$ cat src/rtl/lfsr_pkg.sv
// Shared constants and FSM encoding for the PRBS generator.
// LFSR form selectors and the two-state burst FSM.
package lfsr_pkg;

    localparam int MODE_FIB = 0;
    localparam int MODE_GAL = 1;

    typedef enum logic {
        IDLE = 1'b0,
        RUN  = 1'b1
    } fsm_e;

endpackage

$ cat src/rtl/lfsr_prbs_gen_if.sv
// Beat stream carrying the LFSR state out of the generator.
// master = generator side, slave = consumer side.
interface lfsr_prbs_gen_if #(
    parameter int WIDTH = 4
);

    logic             out_valid;
    logic             out_ready;
    logic [WIDTH-1:0] out_data;
    logic             out_bit;

    modport master (output out_valid, out_data, out_bit, input out_ready);
    modport slave  (input out_valid, out_data, out_bit, output out_ready);

endinterface

$ cat src/rtl/lfsr_step.sv
// Combinational LFSR next-state function, Fibonacci or Galois form.
// A bit set in TAPS means that state bit takes part in the feedback.
module lfsr_step
    import lfsr_pkg::*;
#(
    parameter int               WIDTH = 4,
    parameter logic [WIDTH-1:0] TAPS  = 'h3,
    parameter int               MODE  = MODE_FIB
) (
    input  logic [WIDTH-1:0] i_state,
    output logic [WIDTH-1:0] o_next
);

    generate
        if (MODE == MODE_GAL) begin : g_gal
            assign o_next = (i_state >> 1) ^ (i_state[0] ? TAPS : '0);
        end else begin : g_fib
            assign o_next = {^(i_state & TAPS), i_state[WIDTH-1:1]};
        end
    endgenerate

endmodule

$ cat src/rtl/lfsr_prbs_gen.sv
// Burst PRBS generator: LFSR state streamed one beat per handshake for a programmed length.
// Optional LFSR_LOCKUP_RECOVER_EN replaces a zero seed load with SEED and raises a sticky lockup flag.
module lfsr_prbs_gen
    import lfsr_pkg::*;
#(
    parameter int               WIDTH = 4,
    parameter logic [WIDTH-1:0] TAPS  = 'h3,
    parameter logic [WIDTH-1:0] SEED  = 'h9,
    parameter int               MODE  = MODE_FIB,
    parameter int               CNT_W = 16
) (
    input  logic              clk,
    input  logic              rst,
    input  logic              i_seed_load,
    input  logic [WIDTH-1:0]  i_seed_in,
    input  logic              i_start,
    input  logic [CNT_W-1:0]  i_len,
    input  logic              i_stop,
    lfsr_prbs_gen_if.master   o_stream,
    output logic              o_busy,
    output logic              o_done,
    output logic              o_lockup
);

    fsm_e             r_fsm, w_fsm_nxt;
    logic [WIDTH-1:0] r_state, w_state_nxt, w_step, w_load_val;
    logic [CNT_W-1:0] r_cnt, w_cnt_nxt;
    logic             r_done, w_done_nxt;
    logic             w_hs;

    lfsr_step #(
        .WIDTH (WIDTH),
        .TAPS  (TAPS),
        .MODE  (MODE)
    ) u_step (
        .i_state (r_state),
        .o_next  (w_step)
    );

`ifdef LFSR_LOCKUP_RECOVER_EN
    logic r_lockup, w_lockup_nxt;

    assign w_load_val = (i_seed_in == '0) ? SEED : i_seed_in;

    always_comb begin
        w_lockup_nxt = r_lockup;
        if (r_fsm == IDLE && i_seed_load) w_lockup_nxt = (i_seed_in == '0);
    end

    always_ff @(posedge clk or posedge rst) begin
        if (rst) r_lockup <= 1'b0;
        else     r_lockup <= w_lockup_nxt;
    end

    assign o_lockup = r_lockup;
`else
    assign w_load_val = i_seed_in;
    assign o_lockup   = 1'b0;
`endif

    assign w_hs = (r_fsm == RUN) && o_stream.out_ready;

    // A handshake on the last beat takes priority over a simultaneous stop.
    always_comb begin
        w_fsm_nxt   = r_fsm;
        w_state_nxt = r_state;
        w_cnt_nxt   = r_cnt;
        w_done_nxt  = 1'b0;
        case (r_fsm)
            IDLE: begin
                if (i_seed_load) w_state_nxt = w_load_val;
                if (i_start) begin
                    if (i_len != '0) begin
                        w_cnt_nxt = i_len;
                        w_fsm_nxt = RUN;
                    end else begin
                        w_done_nxt = 1'b1;
                    end
                end
            end
            RUN: begin
                if (w_hs) begin
                    w_state_nxt = w_step;
                    w_cnt_nxt   = r_cnt - CNT_W'(1);
                    if (r_cnt == CNT_W'(1)) begin
                        w_fsm_nxt  = IDLE;
                        w_done_nxt = 1'b1;
                    end else if (i_stop) begin
                        w_fsm_nxt = IDLE;
                        w_cnt_nxt = '0;
                    end
                end else if (i_stop) begin
                    w_fsm_nxt = IDLE;
                    w_cnt_nxt = '0;
                end
            end
            default: w_fsm_nxt = IDLE;
        endcase
    end

    always_ff @(posedge clk or posedge rst) begin
        if (rst) begin
            r_fsm   <= IDLE;
            r_state <= SEED;
            r_cnt   <= '0;
            r_done  <= 1'b0;
        end else begin
            r_fsm   <= w_fsm_nxt;
            r_state <= w_state_nxt;
            r_cnt   <= w_cnt_nxt;
            r_done  <= w_done_nxt;
        end
    end

    assign o_stream.out_valid = (r_fsm == RUN);
    assign o_stream.out_data  = r_state;
    assign o_stream.out_bit   = r_state[0];
    assign o_busy             = (r_fsm == RUN);
    assign o_done             = r_done;

endmodule

$ cat src/flat_wrapper.sv
// flat-port wrapper written by rule: the top's interface ports become plain ports
module lfsr_prbs_gen_flat import lfsr_pkg::*;
#(
    parameter int               WIDTH = 4,
    parameter logic [WIDTH-1:0] TAPS  = 'h3,
    parameter logic [WIDTH-1:0] SEED  = 'h9,
    parameter int               MODE  = MODE_FIB,
    parameter int               CNT_W = 16
)
  (clk, rst, i_seed_load, i_seed_in, i_start, i_len, i_stop, o_busy, o_done, o_lockup, o_stream_out_valid, o_stream_out_data, o_stream_out_bit, o_stream_out_ready);
  lfsr_prbs_gen_if #(.WIDTH(WIDTH)) o_stream_i ();
  input  logic clk;
  input  logic rst;
  input  logic i_seed_load;
  input  logic [WIDTH-1:0] i_seed_in;
  input  logic i_start;
  input  logic [CNT_W-1:0] i_len;
  input  logic i_stop;
  output logic o_busy;
  output logic o_done;
  output logic o_lockup;
  output wire logic [$bits(o_stream_i.out_valid)-1:0] o_stream_out_valid;
  output wire logic [$bits(o_stream_i.out_data)-1:0] o_stream_out_data;
  output wire logic [$bits(o_stream_i.out_bit)-1:0] o_stream_out_bit;
  input wire logic [$bits(o_stream_i.out_ready)-1:0] o_stream_out_ready;
  assign o_stream_out_valid = o_stream_i.out_valid;
  assign o_stream_out_data = o_stream_i.out_data;
  assign o_stream_out_bit = o_stream_i.out_bit;
  assign o_stream_i.out_ready = o_stream_out_ready;
  lfsr_prbs_gen #(.WIDTH(WIDTH), .TAPS(TAPS), .SEED(SEED), .MODE(MODE), .CNT_W(CNT_W)) u_core (.clk(clk), .rst(rst), .i_seed_load(i_seed_load), .i_seed_in(i_seed_in), .i_start(i_start), .i_len(i_len), .i_stop(i_stop), .o_stream(o_stream_i), .o_busy(o_busy), .o_done(o_done), .o_lockup(o_lockup));
endmodule
$ cat config.mk
export PLATFORM = sky130hd
export DESIGN_NAME = lfsr_prbs_gen_flat
export DESIGN_NICKNAME = d
export VERILOG_FILES = /design/src/rtl/lfsr_pkg.sv /design/src/rtl/lfsr_prbs_gen_if.sv /design/src/rtl/lfsr_step.sv /design/src/rtl/lfsr_prbs_gen.sv /design/src/flat_wrapper.sv
export SDC_FILE = /design/constraint.sdc
export NUM_CORES = 1
export LEC_CHECK = 0
export ABC_AREA = 1
export BUFFER_PORTS_ARGS = -buffer_cell sky130_fd_sc_hd__buf_4
export CORE_MARGIN = 1
export CORE_UTILIZATION = 48
export CTS_CLUSTER_DIAMETER = 40
export DETAILED_ROUTE_END_ITERATION = 12
export GPL_TIMING_DRIVEN = 0
export MAX_ROUTING_LAYER = met4
export PLACE_DENSITY = 0.71
export SLEW_MARGIN = 0
export SYNTH_ARGS = -nofsm -noshare
export SYNTH_HDL_FRONTEND = slang
export SYNTH_SLANG_ARGS = --single-unit
$ cat constraint.sdc
create_clock -name clk -period 1.41 [get_ports clk]
set_clock_uncertainty 0.2 [all_clocks]
set_input_delay 0.282 -clock clk [delete_from_list [all_inputs] [get_ports clk]]
set_output_delay 0.282 -clock clk [all_outputs]
set_load 0.01 [all_outputs]
# Word-level counts from Yosys, hierarchy flattened
# Cells that the tools add are included.
# op_classes
n_addsub	1
n_eq_ne	6
n_mux	21
bitwise	1
reduce_logical	5
# op_table
op	n
$mux 16	6
$pmux 16 s2	1
$eq 16x1->1 const B	1
$reduce_bool 16->1	1
$sub 16x1->16 const B	1
$mux 1	9
$mux 4	2
$pmux 4 s2	1
$ne 2x2->1 const B	3
$pmux 1 s2	2
$reduce_xor 4->1	1
$ne 3x3->1 const B	1
$reduce_and 3->1	1
$ne 2x1->1 const B	1
$reduce_and 2->1	1
$logic_and 1x1->1	1
$not 1->1	1
# word_totals
reg_bits	22
inputBits	26
output_inout_bits	9

# Logic depth before layout (Yosys ltp)
# Gate-level depths: netlist (run 1).
# depth
word_depth	5
mapped_depth	11
ltp_nobuf	11

# By module
# Synthesis (run 1) repeated with hierarchy kept, for this count alone.
# unflattened
hier_cells	262
hier_area_um2	1767.9
# modules_own_cells
mod	n_inst	cells_each	area_per_inst_um2	seq_area_each_um2
lfsr_prbs_gen	1	254	1726.7	553.0
lfsr_step	1	8	41.3	0.0

# Worst setup path after synthesis (run 1)
# No wires, ideal clock.
# synth_path
path_kind	flip-flop to flip-flop
start	register u_core.r_fsm, in the netlist u_core.o_busy
end	register u_core.r_cnt[0]
setup_time_ns	0.117
arrival_time_ns	1.269
required_time_ns	1.093
slack_ns	-0.175
path_stages_with_launch	7
n_path_buf	2
synth_period_minus_slack_ns	1.585
cell_sequence	dfrtp_1 -> buf_2 -> o21ai_1 -> nand2_2 -> buf_2 -> nand2_1 -> nand2_1
# synth_via
elab_chain_len	3
elab_cells_between_ends	8
cone_classes	3 x eq/ne; 2 x mux; 1 x bitwise; 2 x reduce/logical
# synth_lines
element	line	rtl
from (decl)	lfsr_prbs_gen.sv:25	fsm_e r_fsm, w_fsm_nxt;
from (signal assigned)	lfsr_prbs_gen.sv:108	r_fsm <= w_fsm_nxt;
$logic_and 1x1->1 / $not 1->1 (equally long branches)	--	
$ne 3x3->1 (no line) (tied with other cells)	--	
$reduce_and 3->1 (no line) / $pmux 16 s2 (equally long branches)	--	
to (signal assigned)	lfsr_prbs_gen.sv:110	r_cnt <= w_cnt_nxt;
to (decl)	lfsr_prbs_gen.sv:27	logic [CNT_W-1:0] r_cnt, w_cnt_nxt;
# Parallel ways exist; a longest one is shown, timed or not.
# A chain may end at the register's enable or synchronous reset.

# Worst setup path after layout (run 1)
# layout_path
start	register u_core.r_cnt[2]
end	register u_core.r_cnt[14]
# layout_via
elab_chain_len	5
elab_cells_between_ends	6
cone_classes	1 x add/sub; 1 x eq/ne; 4 x mux
# layout_lines
element	line	rtl
$sub 16x1->16	lfsr_prbs_gen.sv:84	w_cnt_nxt = r_cnt - CNT_W'(1);
$mux 16	lfsr_prbs_gen.sv:88	end else if (i_stop) begin
$mux 16 *	lfsr_prbs_gen.sv:85	if (r_cnt == CNT_W'(1)) begin
$mux 16 *	lfsr_prbs_gen.sv:82	if (w_hs) begin
$pmux 16 s2 *	lfsr_prbs_gen.sv:69	case (r_fsm)
# Every way passes the cells marked *; elsewhere a longest branch is shown, timed or not.

==> flow_summary.json, run 1 <==
{
  "crit_fanout": 10,
  "dp.cells": 338,
  "path_buf_inv": 2,
  "fin_crit_ns": 1.65,
  "slew_viol_final": 0,
  "fp.coreArea_um2": 3360,
  "clock_latency_ns": 0.33,
  "final-hold-violation-count": 20,
  "syn_inst": 259,
  "fin_setup_tns_ns": -3.75,
  "grt_max_degree": 23,
  "antenna_found_initial": 0,
  "holdWs_ns": -0.0698,
  "die_w_um": 61.5,
  "die-area_um2": 3780,
  "hpwl_um": 3060,
  "final_util_pct": 70.1,
  "cts_buffers": 3,
  "violations": "negative hold slack, negative setup slack",
  "fin_crit_sh_pct": 117,
  "cts_tree": "built",
  "layout_common_cells": "86 x nand2_1, 51 x buf_4, 33 x nor2_1",
  "mostFrequentLayoutCell": "nand2_1",
  "grt_pass1_vias": 1656,
  "start_util_pct": 50.4,
  "setup_violations": 22,
  "io_buffers": 33,
  "rsz0062_at_grt": "true",
  "clk_pin_slew_ns": 0.14,
  "vias": 1770,
  "seq_power_share_pct": 32.7,
  "fin_cells": 366,
  "fillers": 329,
  "cts_max_path_buffers": 2,
  "post-place-ws_ns": -0.307,
  "post_drt_wl_per_cell_um": 12.0,
  "slowest_delay_ns": 0.44,
  "firstDrtPassIters": 4,
  "min_path_type": "input port to asynchronous set/reset pin",
  "slowest_stage": "dfrtp_1",
  "crit_family": "simple AND/OR/NAND/NOR gates",
  "p_int_mw": 1.72,
  "ys_warn_count": 0,
  "p_sw_mw": 1.27,
  "drtIter0Drc": 104,
  "fin_total_pwr_mw": 2.99,
  "layout-drive-gt1-share_pct": 37.2,
  "synth.distinct_cells": 31,
  "grt_use_total_pct": 26.1,
  "synthToLayoutAreaGrowth_pct": 38.9,
  "h-tree-depth": 1,
  "vdd_drop_max_uv": 750,
  "drt-total-wl_um": 4380,
  "combPwrFrac_pct": 54.7,
  "setup.worst_path.end_class": "flip-flop",
  "cts_hold_buf": 2,
  "required_ns": 1.47,
  "critical_path_arrival_ns": 1.71,
  "placedInstanceArea_um2": 2060,
  "status": "finished with violations",
  "p_per_area_nw_per_um2": 1270,
  "drc": 0,
  "die_h_um": 61.5,
  "p_leak_nw": 1.23,
  "synth-seq-area-share_pct": 32.6,
  "grt_overflow": 0,
  "slew_headroom_pct": 40.5,
  "swShare_pct": 42.5,
  "fmax_ghz": 0.605,
  "routabilityCongestion": 0.850,
  "ioPinCount": 35,
  "crit_type": "flip-flop to flip-flop",
  "synth-seq-cells": 22,
  "syn_avg_cell_area_um2": 6.55,
  "diodes": 0,
  "cts.sinks": 22,
  "ant_nets": 0,
  "fin_ws_ns": -0.243,
  "synth_area_um2": 1700,
  "fin_area_um2": 2360,
  "finalNetCount": 349,
  "maxCapViolations": 0,
  "pwr-share-clk_pct": 12.6,
  "path_cells": "nor2_2, inv_1, nor2_2, nand3_2, nand2_4, buf_12, nand3_2, a21oi_2",
  "start_kind": "flip-flop",
  "syn-num-nets": 287,
  "rows": 21,
  "root_buffer": "clkbuf_4",
  "worst_pin_slew_ns": 0.892,
  "viasPerCell": 4.84,
  "grt_pass1_wl_um": 6990
}
[worst reg2reg max path, stage by stage, from the launching register on]
cell     delay, ns
dfrtp_1       0.44
nor2_2        0.18
inv_1         0.07
nor2_2        0.12
nand3_2       0.11
nand2_4       0.10
buf_12        0.15
nand3_2       0.08
a21oi_2       0.12
[path summary, 6_finish.rpt]
path | start | endpoint | slack, ns | cells after the start
worst max-delay path | u_core.r_cnt[2]$_DFFE_PP0P_ | u_core.r_cnt[14]$_DFFE_PP0P_ | -0.24 | 8
worst min-delay path | rst | u_core.r_cnt[9]$_DFFE_PP0P_ | -0.07 | 2
worst max register to register | u_core.r_cnt[2]$_DFFE_PP0P_ | u_core.r_cnt[14]$_DFFE_PP0P_ | -0.24 | 8
worst min register to register | u_core.o_stream.out_data[3]$_DFFE_PP1P_ | u_core.o_stream.out_data[3]$_DFFE_PP1P_ | 0.31 | 2
max in group asynchronous | rst | u_core.o_busy$_DFF_PP0_ | 0.47 | 2
min in group clk | i_seed_in[0] | u_core.o_stream.out_data[0]$_DFFE_PP1P_ | 0.02 | 3
[layer usage]
| metal | GRT usage, % | share of wire, % | vias up |
|---|---|---|---|
| li1 | - | - | 919 |
| met1 | 33.1 | 46 | 813 |
| met2 | 43.3 | 49 | 31 |
| met3 | 3.36 | 2.9 | 7 |
| met4 | 7.94 | 1.8 | 0 |
| met5 | - | 0 | - |
[registers in the layout, indices dropped and copies added (netlist names)]
signal / count
u_core.o_busy: 1
u_core.r_cnt: 16
u_core.o_done: 1
u_core.o_stream.out_data: 4
[cells by family after synthesis]
family	Yosys count	share of synthesized area (%)
compound gates	26	10.1
xor+xnor	7	3.61
flops	22	32.6
other cells	1	0.221
simple gates	162	41.6
buf+inv	39	10.4
fa+ha+maj	2	1.47
[power groups by stage]
| stage | sequential [mW] | clock (mW) | combinational [mW] |
|---|---|---|---|
| 2_1_floorplan | 0.987 | 0 | 0.918 |
| 3_3_place_gp | 1.01 | 0 | 1.24 |
| 3_5_place_dp | 1.02 | 0 | 1.25 |
| 4_1_cts | 0.967 | 0.380 | 1.56 |
| 5_1_grt | 0.997 | 0.404 | 1.83 |
| 6_report | 0.978 | 0.378 | 1.64 |
[area by class of cell]
class / instances / area [um2] / area share (%)
inverters: 31 / 116 / 4.94
multi-input cells: 198 / 1050 / 44.8
flip-flops and latches: 22 / 554 / 23.5
clock buffers: 4 / 36.3 / 1.54
repair buffers: 57 / 452 / 19.2
well taps: 46 / 57.6 / 2.44
plain buffers: 8 / 85.1 / 3.61
[synthesized netlist by cell type]
| library cell | n | area, um2 |
|---|---|---|
| nand2_2 | 6 | 37.5 |
| conb_1 | 1 | 3.75 |
| buf_4 | 3 | 22.5 |
| or2_2 | 1 | 6.26 |
| o31ai_1 | 1 | 7.51 |
| ha_1 | 2 | 25.0 |
| nand4_1 | 1 | 6.26 |
| nand3_1 | 10 | 50.1 |
| nand3b_1 | 1 | 7.51 |
| o21bai_1 | 2 | 15.0 |
| buf_1 | 1 | 3.75 |
| nor2_2 | 4 | 25.0 |
| nor2_1 | 42 | 158 |
| nand2_1 | 89 | 334 |
| dfstp_2 | 2 | 52.6 |
| a21oi_1 | 7 | 35.0 |
| inv_1 | 30 | 113 |
| nand3_2 | 7 | 70.1 |
| clkbuf_1 | 1 | 3.75 |
| a21oi_2 | 6 | 52.6 |
| buf_2 | 2 | 10.0 |
| inv_2 | 1 | 3.75 |
| xnor2_1 | 3 | 26.3 |
| o21ai_1 | 1 | 5.00 |
| nand2_4 | 1 | 11.3 |
| dfrtp_1 | 20 | 500 |
| buf_12 | 1 | 20.0 |
| o211ai_1 | 3 | 22.5 |
| o21ai_0 | 5 | 25.0 |
| o221ai_1 | 1 | 8.76 |
| xor2_1 | 4 | 35.0 |
[repair_timing]
item	in CTS	in global routing
pin swaps	2	1
setup endpoints to repair	26	27
resized for setup	15	13
hold endpoints to repair	22	10
cloned	0	0
buffers inserted	18	4
(Power assumes the default switching activity.)
==> inputs of run 2 (changes only) <==
--- a/config.mk
+++ b/config.mk
@@ -14,6 +14,7 @@
 export GPL_TIMING_DRIVEN = 0
 export MAX_ROUTING_LAYER = met4
 export PLACE_DENSITY = 0.71
+export RECOVER_POWER = 50
 export SLEW_MARGIN = 0
 export SYNTH_ARGS = -nofsm -noshare
 export SYNTH_HDL_FRONTEND = slang
==> run 2 against run 1 <==
Net effect: the flow still finishes with violations (negative hold slack, negative setup slack); combinational power is essentially flat; first-iteration DRC count is the same; sequential share of layout area is the same; critical endpoint unchanged; maximum frequency is the same; setup slack is the same; worst hold slack is essentially flat; sequential cell count is the same; highest routed layer unchanged.
==> flow_summary.json, run 2 (synthesis results as in run 1) <==
{
  "status": "finished with violations",
  "violations": "negative hold slack, negative setup slack",
  "clk_pin_slew_ns": 0.14,
  "layout_common_cells": "86 x nand2_1, 50 x buf_4, 33 x nor2_1",
  "fin_crit_sh_pct": 117,
  "cts_hold_buf": 2,
  "regToRegStartpoint": "u_core.r_cnt[2]$_DFFE_PP0P_",
  "ioPinCount": 35,
  "crit_fanout": 10,
  "layout-drive-gt1-share_pct": 37.2,
  "grtUsageMet2_pct": 43.3,
  "vdd_drop_max_uv": 750,
  "start_util_pct": 50.4,
  "setup.worst_path.end_class": "flip-flop",
  "slew_headroom_pct": 40.5,
  "fin_ws_ns": -0.243,
  "grt_pass1_wl_um": 6990,
  "min_path_type": "input port to asynchronous set/reset pin",
  "slew_viol_final": 0,
  "ant_nets": 0,
  "grt_overflow": 0,
  "grt_use_total_pct": 26.1,
  "regMostFlops": "u_core.r_cnt",
  "post-place-ws_ns": -0.307,
  "fmax_ghz": 0.605,
  "firstDrtPassIters": 4,
  "use_met1_pct": 33.1,
  "grt_pass1_vias": 1656,
  "drt-total-wl_um": 4380,
  "drtIter0Drc": 104,
  "rows": 21,
  "h-tree-depth": 1,
  "antenna_found_initial": 0,
  "cts_max_path_buffers": 2,
  "p_per_area_nw_per_um2": 1270,
  "maxCapViolations": 0,
  "grt_use_met3_pct": 3.36,
  "fin_total_pwr_mw": 2.99,
  "crit_type": "flip-flop to flip-flop",
  "hpwl_um": 3060,
  "die-area_um2": 3780,
  "fin_crit_ns": 1.65,
  "diodes": 0,
  "viasPerCell": 4.84,
  "cts.sinks": 22,
  "r2r_end": "u_core.r_cnt[14]$_DFFE_PP0P_",
  "largest_reg_flops": 16,
  "clock_latency_ns": 0.33,
  "routabilityCongestion": 0.850,
  "finalNetCount": 349,
  "p_leak_nw": 1.23,
  "holdWs_ns": -0.0694,
  "synthToLayoutAreaGrowth_pct": 38.9,
  "rsz0062_at_grt": "true",
  "root_buffer": "clkbuf_4",
  "die_w_um": 61.5,
  "r2r.worst_path.cells": 8,
  "post_drt_wl_per_cell_um": 12.0,
  "cts_tree": "built",
  "worst_pin_slew_ns": 0.892,
  "critical_path_arrival_ns": 1.71,
  "top_usage_layer": "met2",
  "grt_max_degree": 23,
  "mostFrequentLayoutCell": "nand2_1",
  "final-hold-violation-count": 20,
  "vias": 1770,
  "die_h_um": 61.5,
  "io_buffers": 33,
  "cts_buffers": 3,
  "drc": 0,
  "setup_violations": 22,
  "r2r_slack_ns": -0.24,
  "start_kind": "flip-flop",
  "fillers": 329,
  "required_ns": 1.47,
  "fp.coreArea_um2": 3360
}
==> run 2: per-stage QoR <==
stage	std cells	util (%)	cell area, um2	TNS, ns
6_report	366	70.1	2360	-3.75
4_1_cts	362	68.5	2300	-3.23
2_1_floorplan	259	-	1760	-1.01
5_1_grt	366	70.1	2360	-5.05
3_5_place_dp	338	61.3	2060	-4.92
3_3_place_gp	338	61.3	2060	-4.87
==> run 2: repair_timing <==
item / CTS / global route
resized for setup: 15 / 13
setup buffers: 18 / 4
endpoints found under the hold margin: 22 / 10
pin swaps: 2 / 1
setup endpoints to repair: 26 / 27
==> run 2: worst max path at each step <==
stage / startpoint / end
CTS: u_core.r_cnt[1]$_DFFE_PP0P_ / u_core.r_cnt[14]$_DFFE_PP0P_
floorplan: u_core.r_cnt[2]$_DFFE_PP0P_ / u_core.r_cnt[9]$_DFFE_PP0P_
detailed placement: u_core.r_cnt[11]$_DFFE_PP0P_ / u_core.r_cnt[14]$_DFFE_PP0P_
global placement: u_core.r_cnt[11]$_DFFE_PP0P_ / u_core.r_cnt[11]$_DFFE_PP0P_
finish: u_core.r_cnt[2]$_DFFE_PP0P_ / u_core.r_cnt[14]$_DFFE_PP0P_
global route: u_core.r_cnt[4]$_DFFE_PP0P_ / u_core.r_cnt[4]$_DFFE_PP0P_
==> run 2: report_power, final <==
part           internal (mW)  total (mW)  switching, mW
Sequential             0.808       0.978          0.170
Clock                  0.158       0.378          0.220
Combinational          0.754        1.64          0.883
Total                   1.72        2.99           1.27
==> run 2: metal layers <==
metal / wire length, um / part of all wire, %
met5: 0 / 0
met4: 78 / 1.8
met3: 127 / 2.9
met2: 2160 / 49
met1: 2020 / 46
==> run 2: layout make-up <==
cell class	count	area, um2	share of cell area, %
Timing Repair Buffer	57	452	19.2
Multi-Input combinational cell	198	1050	44.8
Tap cell	46	57.6	2.44
Clock buffer	4	36.3	1.54
Sequential cell	22	554	23.5
Buffer	8	85.1	3.61
Inverter	31	116	4.94
==> run 2: worst max-delay path, cell delays in order (launching register included) <==
cell and delay, ns:
dfrtp_1 0.44, nor2_2 0.18, inv_1 0.07, nor2_2 0.12
nand3_2 0.11, nand2_4 0.10, buf_12 0.15, nand3_2 0.08
a21oi_2 0.12
==> inputs of run 3 (changes only) <==
--- a/config.mk
+++ b/config.mk
@@ -15,6 +15,7 @@
 export MAX_ROUTING_LAYER = met4
 export PLACE_DENSITY = 0.71
 export RECOVER_POWER = 50
+export REMOVE_ABC_BUFFERS = 1
 export SLEW_MARGIN = 0
 export SYNTH_ARGS = -nofsm -noshare
 export SYNTH_HDL_FRONTEND = slang
==> run 3 against run 2 <==
Net effect: the run still ends with negative hold slack, negative setup slack left; total power increased by 9.9%; sequential power up 4%; maximum frequency is 0.58% lower; cell area up 4.2%; global-route usage up 3.9 points; register-to-register slack hardly changed; largest cell class unchanged.
==> flow_summary.json, run 3 (synthesis results as in run 1) <==
{
  "fin_crit_ns": 1.66,
  "maxCapViolations": 0,
  "layout-drive-gt1-share_pct": 42.4,
  "grt_overflow": 0,
  "grtUsageMet2_pct": 49.4,
  "layout_common_cells": "77 x nand2_1, 46 x buf_4, 34 x nor2_1",
  "clock_latency_ns": 0.34,
  "viasPerCell": 5.15,
  "fin_area_um2": 2460,
  "synthToLayoutAreaGrowth_pct": 44.8,
  "p_leak_nw": 1.23,
  "vdd_drop_max_uv": 901,
  "use_met1_pct": 35.5,
  "rows": 21,
  "largest_reg_flops": 16,
  "diodes": 0,
  "rsz0062_at_grt": "true",
  "die-area_um2": 3780,
  "pwr-share-clk_pct": 16.2,
  "r2r.worst_path.cells": 9,
  "post-place-ws_ns": -0.951,
  "start_kind": "flip-flop",
  "slowest_stage": "dfrtp_1",
  "ant_nets": 0,
  "finalNetCount": 343,
  "crit_fanout": 8,
  "placedInstanceArea_um2": 1940,
  "post_drt_wl_per_cell_um": 14.5,
  "grt_use_met3_pct": 4.41,
  "p_per_area_nw_per_um2": 1340,
  "slowest_delay_ns": 0.48,
  "cts_tree": "built",
  "required_ns": 1.51,
  "drt-total-wl_um": 5210,
  "die_h_um": 61.5,
  "start_util_pct": 50.4,
  "status": "finished with violations",
  "grt_max_degree": 23,
  "grt_use_total_pct": 29.9,
  "vias": 1853,
  "crit_type": "flip-flop to flip-flop",
  "final-hold-violation-count": 22,
  "routabilityCongestion": 0.840,
  "fin_setup_tns_ns": -4.79,
  "drc": 0,
  "cts_buffers": 3,
  "root_buffer": "clkbuf_4",
  "regMostFlops": "u_core.r_cnt",
  "drtIter0Drc": 109,
  "violations": "negative hold slack, negative setup slack",
  "io_buffers": 33,
  "cts.sinks": 22,
  "final_util_pct": 73.0,
  "holdWs_ns": -0.0873,
  "h-tree-depth": 1,
  "top_usage_layer": "met2",
  "setup.worst_path.end_class": "flip-flop",
  "fin_crit_sh_pct": 118,
  "path_cells": "ha_4, nand3_4, nor2_4, nand3_4, nand2_8, nand2_1, nand2_1, nand2_1, nand2_1",
  "min_path_type": "input port to asynchronous set/reset pin",
  "grt_pass1_vias": 1762,
  "cpMostUsedCell": "nand2_1",
  "ioPinCount": 35,
  "fmax_ghz": 0.601,
  "cts_max_path_buffers": 2,
  "combPwrFrac_pct": 52.8,
  "antenna_found_initial": 0,
  "hpwl_um": 3000,
  "fp.coreArea_um2": 3360,
  "setup_violations": 25,
  "die_w_um": 61.5,
  "slew_viol_final": 0,
  "slew_headroom_pct": 40.5,
  "grt_pass1_wl_um": 7830,
  "mostFrequentLayoutCell": "nand2_1",
  "seq_power_share_pct": 31.1,
  "p_sw_mw": 1.43,
  "firstDrtPassIters": 4,
  "critical_path_arrival_ns": 1.76,
  "worst_pin_slew_ns": 0.892,
  "clk_pin_slew_ns": 0.15,
  "p_int_mw": 1.86,
  "fin_ws_ns": -0.253,
  "swShare_pct": 43.3
}
run 3: cell types whose count changed in the layout (fill, tap and decap cells not counted), moves of 4 or more:
cell,delta
buf_4,-4
nand2_2,+7
nor2_2,-4
nand2_1,-9
run 3: power by group through the flow:
stage	Combinational (mW)	Sequential (mW)	Clock, mW
2_1_floorplan	0.786	1.00	0
3_3_place_gp	1.10	1.02	0
3_5_place_dp	1.12	1.03	0
4_1_cts	1.56	0.996	0.515
5_1_grt	1.89	1.04	0.547
6_report	1.74	1.02	0.533
run 3: per-stage QoR:
step,power (mW),std cells
after floorplan,1.79,251
after global placement,2.12,330
after detailed placement,2.15,330
after CTS,3.07,357
after global routing,3.48,360
final,3.29,360
run 3: area by class of cell:
type                    instances  area, um2
multi-input cells             199       1190
fillers                       282        907
clock buffers                   3       22.5
well taps                      46       57.6
clock inverters                 1       30.0
inverters                      31        120
flip-flops and latches         22        561
repair buffers                 58        475
run 3: timing repair:
action | 4_1_cts | 5_1_grt
resized for setup | 53 | 22
endpoints found under the hold margin | 21 | 0
pin swaps | 19 | 10
endpoints found under the setup margin | 27 | 28
buffers inserted | 21 | 4
cloned | 1 | 0
hold buffers | 1 | 0
run 3: worst paths after layout:
kind,start,slack (ns),to
hold reg to reg,u_core.o_stream.out_data[3]$_DFFE_PP1P_,0.32,u_core.o_stream.out_data[3]$_DFFE_PP1P_
setup / recovery,u_core.r_cnt[0]$_DFFE_PP0P_,-0.25,u_core.r_cnt[0]$_DFFE_PP0P_
min in group clk,i_seed_in[1],-0.01,u_core.o_stream.out_data[1]$_DFFE_PP0P_
max in group asynchronous,rst,0.46,u_core.o_busy$_DFF_PP0_
setup reg to reg,u_core.r_cnt[0]$_DFFE_PP0P_,-0.25,u_core.r_cnt[0]$_DFFE_PP0P_
hold / removal,rst,-0.09,u_core.r_cnt[12]$_DFFE_PP0P_
run 3: layer usage:
metal / wire length, um / up-vias
met5: 0 / -
met4: 161 / 0
met3: 294 / 17
met2: 2560 / 65
met1: 2190 / 864
li1: - / 907
run 3: critical path, delay by kind of cell (launching register included):
kind / cells / cell delay [ns]
and+or+nand+nor: 8 / 0.76
DFF: 1 / 0.48
adders and majority gates: 1 / 0.18
